[src/rtl/mc_ctrl_pkg.sv]
// Shared encodings for the multi-cycle MIPS control unit and its ALU:
// opcodes, functs, aluop codes, FSM states and datapath mux selects.
`timescale 1ns/1ps
package mc_ctrl_pkg;

    typedef enum logic [2:0] {
        ST_FETCH  = 3'd0,
        ST_DECODE = 3'd1,
        ST_EXEC   = 3'd2,
        ST_MEM    = 3'd3,
        ST_WB     = 3'd4
    } state_e;

    localparam logic [5:0] OP_RTYPE = 6'h00;
    localparam logic [5:0] OP_J     = 6'h02;
    localparam logic [5:0] OP_JAL   = 6'h03;
    localparam logic [5:0] OP_BEQ   = 6'h04;
    localparam logic [5:0] OP_ORI   = 6'h0D;
    localparam logic [5:0] OP_LUI   = 6'h0F;
    localparam logic [5:0] OP_LW    = 6'h23;
    localparam logic [5:0] OP_SW    = 6'h2B;

    localparam logic [5:0] FN_SLL   = 6'h00;
    localparam logic [5:0] FN_JR    = 6'h08;
    localparam logic [5:0] FN_ADDU  = 6'h21;
    localparam logic [5:0] FN_SUBU  = 6'h23;

    localparam logic [3:0] ALUOP_ADD = 4'b0000;
    localparam logic [3:0] ALUOP_SUB = 4'b0001;
    localparam logic [3:0] ALUOP_OR  = 4'b0010;
    localparam logic [3:0] ALUOP_EQ  = 4'b0011;
    localparam logic [3:0] ALUOP_SLL = 4'b0100;

    localparam logic [1:0] NPC_PC4    = 2'b00;
    localparam logic [1:0] NPC_BRANCH = 2'b01;
    localparam logic [1:0] NPC_JUMP   = 2'b10;
    localparam logic [1:0] NPC_REG    = 2'b11;

    localparam logic [1:0] REGDST_RT = 2'b00;
    localparam logic [1:0] REGDST_RD = 2'b01;
    localparam logic [1:0] REGDST_RA = 2'b10;

    localparam logic [1:0] WD_ALU = 2'b00;
    localparam logic [1:0] WD_DM  = 2'b01;
    localparam logic [1:0] WD_PC  = 2'b10;

    localparam logic [4:0] LUI_SHAMT = 5'd16;

    typedef struct packed {
        logic addu;
        logic subu;
        logic sll;
        logic jr;
        logic ori;
        logic lui;
        logic lw;
        logic sw;
        logic beq;
        logic j;
        logic jal;
    } instrClass_t;

    function automatic logic isRType(input instrClass_t cls);
        return cls.addu | cls.subu | cls.sll;
    endfunction

endpackage

[src/rtl/mc_decode.sv]
// Combinational instruction classifier: opcode/funct to a one-hot class
// vector, with illegal raised when nothing matches.
`timescale 1ns/1ps
module mc_decode
    import mc_ctrl_pkg::*;
(
    input  logic [5:0]  i_opcode,
    input  logic [5:0]  i_funct,
    output instrClass_t o_class,
    output logic        o_illegal
);

    always_comb begin
        o_class = '0;
        case (i_opcode)
            OP_RTYPE: begin
                case (i_funct)
                    FN_ADDU: o_class.addu = 1'b1;
                    FN_SUBU: o_class.subu = 1'b1;
                    FN_SLL:  o_class.sll  = 1'b1;
                    FN_JR:   o_class.jr   = 1'b1;
                    default: ;
                endcase
            end
            OP_J:    o_class.j   = 1'b1;
            OP_JAL:  o_class.jal = 1'b1;
            OP_BEQ:  o_class.beq = 1'b1;
            OP_ORI:  o_class.ori = 1'b1;
            OP_LUI:  o_class.lui = 1'b1;
            OP_LW:   o_class.lw  = 1'b1;
            OP_SW:   o_class.sw  = 1'b1;
            default: ;
        endcase
    end

    assign o_illegal = ~|o_class;

endmodule

[src/rtl/mc_ctrl.sv]
// Multi-cycle MIPS control FSM (FETCH/DECODE/EXEC/MEM/WB) driving a shared ALU.
// Define MC_CTRL_PERF_EN to build the cycle/instruction performance counters.
`timescale 1ns/1ps
module mc_ctrl
    import mc_ctrl_pkg::*;
(
    input  logic        clk,
    input  logic        reset,
    input  logic [31:0] instr,
    input  logic        alu_eq,
    input  logic        dm_ready,
    output logic        pc_we,
    output logic        ir_we,
    output logic        reg_we,
    output logic        dm_re,
    output logic        dm_we,
    output logic [1:0]  npc_sel,
    output logic [1:0]  reg_dst_sel,
    output logic [1:0]  wd_sel,
    output logic        alu_b_sel,
    output logic        ext_op,
    output logic [3:0]  aluop,
    output logic [4:0]  shamt,
    output logic [2:0]  state,
    output logic        instr_done,
    output logic        illegal,
    output logic [31:0] cycle_cnt,
    output logic [31:0] instr_cnt
);

    state_e      r_state;
    state_e      w_nextState;
    instrClass_t w_class;
    logic        w_illegal;
    logic        w_unusedInstr;

    assign w_unusedInstr = ^instr[25:11];

    mc_decode u_decode (
        .i_opcode  (instr[31:26]),
        .i_funct   (instr[5:0]),
        .o_class   (w_class),
        .o_illegal (w_illegal)
    );

    always_ff @(posedge clk) begin
        if (!reset) r_state <= ST_FETCH;
        else        r_state <= w_nextState;
    end

    always_comb begin
        w_nextState = ST_FETCH;
        case (r_state)
            ST_FETCH:  w_nextState = ST_DECODE;
            ST_DECODE: begin
                if (w_class.j || w_class.jal || w_class.jr || w_illegal)
                    w_nextState = ST_FETCH;
                else
                    w_nextState = ST_EXEC;
            end
            ST_EXEC: begin
                if (w_class.lw || w_class.sw) w_nextState = ST_MEM;
                else if (w_class.beq)         w_nextState = ST_FETCH;
                else                          w_nextState = ST_WB;
            end
            ST_MEM: begin
                if (!dm_ready)      w_nextState = ST_MEM;
                else if (w_class.lw) w_nextState = ST_WB;
                else                w_nextState = ST_FETCH;
            end
            ST_WB:   w_nextState = ST_FETCH;
            default: w_nextState = ST_FETCH;
        endcase
    end

    // Reset gates every write enable combinationally so an abort mid-access takes effect at once.
    always_comb begin
        pc_we       = 1'b0;
        ir_we       = 1'b0;
        reg_we      = 1'b0;
        dm_re       = 1'b0;
        dm_we       = 1'b0;
        npc_sel     = NPC_PC4;
        reg_dst_sel = REGDST_RT;
        wd_sel      = WD_ALU;
        alu_b_sel   = 1'b0;
        ext_op      = 1'b0;
        aluop       = ALUOP_ADD;
        shamt       = 5'd0;
        instr_done  = 1'b0;
        illegal     = 1'b0;
        case (r_state)
            ST_FETCH: begin
                ir_we = 1'b1;
                pc_we = 1'b1;
            end
            ST_DECODE: begin
                if (w_class.j || w_class.jal) begin
                    pc_we      = 1'b1;
                    npc_sel    = NPC_JUMP;
                    instr_done = 1'b1;
                end
                if (w_class.jal) begin
                    reg_we      = 1'b1;
                    reg_dst_sel = REGDST_RA;
                    wd_sel      = WD_PC;
                end
                if (w_class.jr) begin
                    pc_we      = 1'b1;
                    npc_sel    = NPC_REG;
                    instr_done = 1'b1;
                end
                if (w_illegal) begin
                    illegal    = 1'b1;
                    instr_done = 1'b1;
                end
            end
            ST_EXEC: begin
                if (w_class.subu) aluop = ALUOP_SUB;
                if (w_class.sll) begin
                    aluop = ALUOP_SLL;
                    shamt = instr[10:6];
                end
                if (w_class.ori) begin
                    aluop     = ALUOP_OR;
                    alu_b_sel = 1'b1;
                end
                if (w_class.lui) begin
                    aluop     = ALUOP_SLL;
                    alu_b_sel = 1'b1;
                    shamt     = LUI_SHAMT;
                end
                if (w_class.lw || w_class.sw) begin
                    alu_b_sel = 1'b1;
                    ext_op    = 1'b1;
                end
                if (w_class.beq) begin
                    aluop      = ALUOP_EQ;
                    pc_we      = alu_eq;
                    npc_sel    = NPC_BRANCH;
                    instr_done = 1'b1;
                end
            end
            ST_MEM: begin
                dm_re      = w_class.lw;
                dm_we      = w_class.sw;
                instr_done = w_class.sw & dm_ready;
            end
            ST_WB: begin
                reg_we      = 1'b1;
                reg_dst_sel = isRType(w_class) ? REGDST_RD : REGDST_RT;
                wd_sel      = w_class.lw ? WD_DM : WD_ALU;
                instr_done  = 1'b1;
            end
            default: ;
        endcase
        if (!reset) begin
            pc_we      = 1'b0;
            ir_we      = 1'b0;
            reg_we     = 1'b0;
            dm_re      = 1'b0;
            dm_we      = 1'b0;
            instr_done = 1'b0;
            illegal    = 1'b0;
        end
    end

    assign state = r_state;

`ifdef MC_CTRL_PERF_EN
    logic [31:0] r_cycleCnt;
    logic [31:0] r_instrCnt;

    always_ff @(posedge clk) begin
        if (!reset) begin
            r_cycleCnt <= 32'd0;
            r_instrCnt <= 32'd0;
        end else begin
            r_cycleCnt <= r_cycleCnt + 32'd1;
            if (instr_done) r_instrCnt <= r_instrCnt + 32'd1;
        end
    end

    assign cycle_cnt = r_cycleCnt;
    assign instr_cnt = r_instrCnt;
`else
    assign cycle_cnt = 32'd0;
    assign instr_cnt = 32'd0;
`endif

endmodule

[config.mk]
export PLATFORM = sky130hd
export DESIGN_NAME = mc_ctrl
export DESIGN_NICKNAME = d
export VERILOG_FILES = /design/src/rtl/mc_ctrl_pkg.sv /design/src/rtl/mc_decode.sv /design/src/rtl/mc_ctrl.sv
export SDC_FILE = /design/constraint.sdc
export NUM_CORES = 1
export LEC_CHECK = 0
export CORE_ASPECT_RATIO = 1.75
export CORE_MARGIN = 2
export CORE_UTILIZATION = 27
export CTS_BUF_LIST = sky130_fd_sc_hd__clkbuf_16
export CTS_CLUSTER_DIAMETER = 60
export DETAILED_ROUTE_END_ITERATION = 12
export HOLD_SLACK_MARGIN = 0.1
export PLACE_DENSITY = 0.78
export SKIP_LAST_GASP = 1
export SYNTH_ARGS = -nofsm -noshare
export SYNTH_HDL_FRONTEND = slang
export SYNTH_SLANG_ARGS = --single-unit
[constraint.sdc]
create_clock -name clk -period 2.1 [get_ports clk]
set_input_delay 0.315 -clock clk [delete_from_list [all_inputs] [get_ports clk]]
set_output_delay 0.315 -clock clk [all_outputs]
set_load 0.1 [all_outputs]
== Yosys cells after proc, flatten, opt, wreduce, memory -nomap -nowiden ==
Cells that the tools add are included.
Cells by class
  eq/ne operators: 14
  multiplexer cells: 63
  bitwise logic cells: 3
  reductions and logical operators: 9
Operator list (number)
  $mux W1: 39
  $eq A6 B6 Y1 const B: 4
  $mux W4: 6
  $eq A6 B4 Y1 const B: 3
  $mux W5: 3
  $eq A6 B2 Y1 const B: 2
  $logic_not A6 Y1: 2
  $mux W3: 4
  $pmux W2 S2: 3
  $pmux W3 S4: 1
  $reduce_or A11 Y1: 1
  $mux W2: 4
  $eq A3 B2 Y1 const B: 2
  $eq A6 B3 Y1 const B: 1
  $logic_or A1 B1 Y1: 4
  $pmux W1 S4: 1
  $eq A3 B1 Y1 const B: 1
  $eq A3 B3 Y1 const B: 1
  $logic_not A3 Y1: 1
  $pmux W1 S3: 1
  $or A1 B1 Y1: 2
  $pmux W1 S2: 1
  $and A1 B1 Y1: 1
  $logic_not A1 Y1: 1
Storage, ports and cells
  bits in registers: 3
  bits of input ports: 36
  output and inout port bits: 91
  logic and storage cells: 90

== Depth between registers and ports, before layout ==
  word-level depth: 9
  depth in mapped cells: 6
  gate-level depth less buffers: 5

== Modules after synthesis ==
A second synthesis with hierarchy kept.
Second synthesis, totals
  cell total of the unflattened synthesis: 166
  area, all modules: 1196.1 um2
Modules (own cells, without submodules)
  mc_ctrl: times used 1, cells an instance 135, area each 968.4 um2, seq. area each 60.1 um2
  mc_decode: times used 1, cells an instance 31, area each 227.7 um2, seq. area each 0.0 um2

== Worst setup path before layout ==
OpenSTA, ideal clock, no wires.
  kind: register -> output
  from: register r_state[0] (netlist: state[0])
  to: output reg_we
  data arrival time: 4.475 ns
  required time: 1.785 ns
  setup slack: -2.690 ns
  stages on the path, launching flop included: 7
  path buffers: 1
  path through: dfxtp_1 > clkbuf_1 > nor3b_1 > nand2_1 > nor2_1 > a21oi_1 > nor2b_1
On the way
  cells in the longest elaborated chain, start to end: 3
  elaborated cells between the ends (all ways): 4
  those cells by class: eq/ne (2); mux (2)
Ends and longest elaborated chain
  start: declaration: RTL line mc_ctrl.sv:31  | state_e r_state;
  start signal: assignment: RTL line mc_ctrl.sv:48  | else r_state <= w_nextState;
  $eq A3 B3 Y1 or $eq A3 B1 Y1 (tied branches): RTL line mc_ctrl.sv:92  | case (r_state)
  $pmux W1 S2 *: RTL line mc_ctrl.sv:92
  $mux W1 *: RTL line mc_ctrl.sv:157  | if (!reset) begin
  end: declaration: RTL line mc_ctrl.sv:14  | output logic reg_we,
Mark *: on every way between the ends. The rest lies on a longest branch, timed or not.

== Final worst setup path ==
  from: input instr[27]
  to: output aluop[2]
On the way
  cells in the longest elaborated chain, start to end: 7
  elaborated cells between the ends (all ways): 13
  those cells by class: eq/ne (3); mux (9); reduce/logical (1)
Ends and longest elaborated chain
  start: declaration: RTL line mc_ctrl.sv:9  | input logic [31:0] instr,
  $logic_not A6 Y1: RTL line mc_decode.sv:15  | case (i_opcode)
  $mux W4: RTL line mc_decode.sv:15
  $mux W4: RTL line mc_ctrl.sv:120  | if (w_class.sll) begin
  $mux W4: RTL line mc_ctrl.sv:124  | if (w_class.ori) begin
  $mux W4: RTL line mc_ctrl.sv:128  | if (w_class.lui) begin
  $mux W4 *: RTL line mc_ctrl.sv:137  | if (w_class.beq) begin
  $mux W4 *: RTL line mc_ctrl.sv:92
  end: declaration: RTL line mc_ctrl.sv:22  | output logic [3:0] aluop,
Marks and branches as above.

==> results.sh <==
export IMPL_die_area_mm2=0.00451
export IMPL_drt_first_pass_iters=4
export IMPL_power_density_mw_per_mm2=505
export IMPL_final_min_clock_period_ps=2220
export IMPL_nets=273
export IMPL_hpwl_um=2880
export IMPL_drv_cap=0
export IMPL_num_rows=30
export IMPL_fin_skew_ps=2.75
export IMPL_setup_violations=7
export IMPL_largest_register_ffs=3
export IMPL_cts_root_buf="clkbuf_16"
export IMPL_cts_tree="yes"
export IMPL_hold_violations=0
export IMPL_clockBufferDepth=2
export IMPL_area_growth_pct=109
export IMPL_start_util_pct=28.0
export IMPL_ys_types=41
export IMPL_synth_edf_count=0
export IMPL_grt_pass1_wl_um=5530
export IMPL_dpl_instance_area_mm2=0.00201
export IMPL_synth_cells=153
export IMPL_die_h_um=87.3
export IMPL_drv_slew=0
export IMPL_drt_drc_violations_left=0
export IMPL_critPathKind="primary input to output pin"
export IMPL_leakage_uw=0.00100
export IMPL_cts_htree_levels=1
export IMPL_seq_area_frac_synth_pct=5.61
export IMPL_multi_input_area_mm2=0.00102
export IMPL_clkTransAtPathRegs_ps=30
export IMPL_fin_ws_ps=-116
export IMPL_core_area_mm2=0.00383
export IMPL_io_buffers=46
export IMPL_final_area_mm2=0.00224
export IMPL_final_common_cell="conb_1"
export IMPL_power_uw=1130
export IMPL_power_internal_uw=423
export IMPL_drive_above_1_share_pct=50.8
export IMPL_antenna_found_initial=0
export IMPL_violations="negative setup slack"
export IMPL_syn_area_mm2=0.00107
export IMPL_drt_initial_drc_count=14
export IMPL_globalplace_congestion=0.885
export IMPL_worstSkewPairLatency_ps=230
export IMPL_power_switching_uw=707
export IMPL_pwr_share_comb_pct=67.6
export IMPL_p_clk_share_pct=26.8
export IMPL_ios=127
export IMPL_postRouteAntennaNets=0
export IMPL_min_path_type="register to register"
export IMPL_n_fill_cell=312
export IMPL_max_freq_mhz=451
export IMPL_rsz0062_at_grt="yes"
export IMPL_cp_required_ps=1780
export IMPL_gr_usage_all_layers_pct=16.4
export IMPL_synth_seq_cells=3
export IMPL_holdBufCountCts=0
export IMPL_yosysWarnings=0
export IMPL_numCtsBuffers=3
export IMPL_grt_overflow=0
export IMPL_seq_power_share_pct=5.6
export IMPL_worstPathArrival_ps=1900
export IMPL_register_area_um2=71.3
export IMPL_crit_fanout=3
export IMPL_cp_end_kind="output pin"
export IMPL_wire_per_inst_um=13.3
export IMPL_final_core_util_pct=58.5
export IMPL_peakVddDrop_mv=0.346
export IMPL_fin_crit_sh_pct=106
export IMPL_power_switching_fraction_pct=62.6
export IMPL_vias=1232
export IMPL_grt_max_degree=11
export IMPL_synth_avg_cell_area_um2=7.00
export IMPL_status="finished, violations left"
export IMPL_vias_per_cell=4.34
export IMPL_grt_pass1_vias=1195
export IMPL_setup_tns_ps=-601
export IMPL_synthArstFlopShare_pct=0
export IMPL_routed_wl_um=3770
export IMPL_critPathLaunchType="primary input"
export IMPL_die_x_um=51.6
export IMPL_diodes=0
export IMPL_final_cell_mix="65 x conb_1, 34 x buf_4, 23 x buf_12"
export IMPL_synth_main_ff_cell="dfxtp_1"
export IMPL_numClockSinks=3
layout make-up:
class / instances / area share (%)
sequential: 3 / 3.18
tap: 48 / 2.68
multi-input combinational: 142 / 45.4
inverter: 2 / 0.335
clock buffer: 3 / 3.35
clock inverter: 1 / 0.168
timing repair buffer: 85 / 44.8
synth_stat cells (2+ instances only):
cell type,instances,area [µm²]
o21a_1,3,22.5
nand2_1,8,30.0
dfxtp_1,3,60.1
buf_4,66,495
a21oi_1,2,10.0
clkbuf_1,2,7.51
nor4_2,2,25.0
nor2_1,14,52.6
nand3_1,4,20.0
nor2b_1,3,18.8
inv_1,2,7.51
nor3_1,7,35.0
buf_6,2,22.5
nor3b_1,2,15.0
nand2b_1,3,18.8
and2_1,4,25.0
nand4b_1,2,17.5
worst max-delay path, cell delays in order:
cell      delay [ps]
buf_6             90
buf_6            120
nor4_4           360
buf_4            180
nand4b_1         150
buf_4            190
a211oi_4         270
buf_12           210
power groups by stage:
stage	registers (µW)	clock network, µW	logic [µW]
final	63.6	303	764
after floorplan	73.4	0	709
after global routing	64.2	311	782
after global placement	63.8	0	735
after CTS	63.6	307	751
after detailed placement	64.2	0	738
logic make-up after synthesis:
logic type | share of synthesized area [%]
buf+inv | 49.8
simple gates | 31.1
compound gates | 10.6
flops | 5.61
xor+xnor | 1.64
mux | 0.935
other cells | 0.350
metal layers:
metal / vias up / track usage [%] / share of wire, %
met5: - / 0 / 0
met3: 18 / 2.41 / 8.8
met1: 567 / 14.2 / 29
li1: 551 / - / -
met4: 0 / 10.5 / 6.1
met2: 96 / 32.8 / 56
path summary, 6_finish.rpt:
kind	slack, ps	cells past startpoint	endpoint	from
max	-120	8	aluop[2]	instr[27]
min	650	2	state[0]$_SDFF_PN0_	state[1]$_SDFF_PN0_
max reg2reg	880	4	state[1]$_SDFF_PN0_	state[0]$_SDFF_PN0_
min reg2reg	650	2	state[0]$_SDFF_PN0_	state[1]$_SDFF_PN0_
what timing repair did:
action / in CTS / in global routing
pin swaps: 12 / 14
buffers inserted: 5 / 4
endpoints found under the hold margin: 0 / 0
endpoints found under the setup margin: 22 / 14
gates resized for setup: 49 / 17
through the flow:
| stage | setup WS, ps | instances | hold slack (ps) |
|---|---|---|---|
| after detailed placement | -429 | 273 | 638 |
| after floorplan | -464 | 217 | 460 |
| final | -116 | 284 | 647 |
| after CTS | -65.5 | 282 | 645 |
| after global routing | -132 | 284 | 675 |
| after global placement | -359 | 273 | 629 |
No activity file was read; power rests on OpenSTA's default activity.
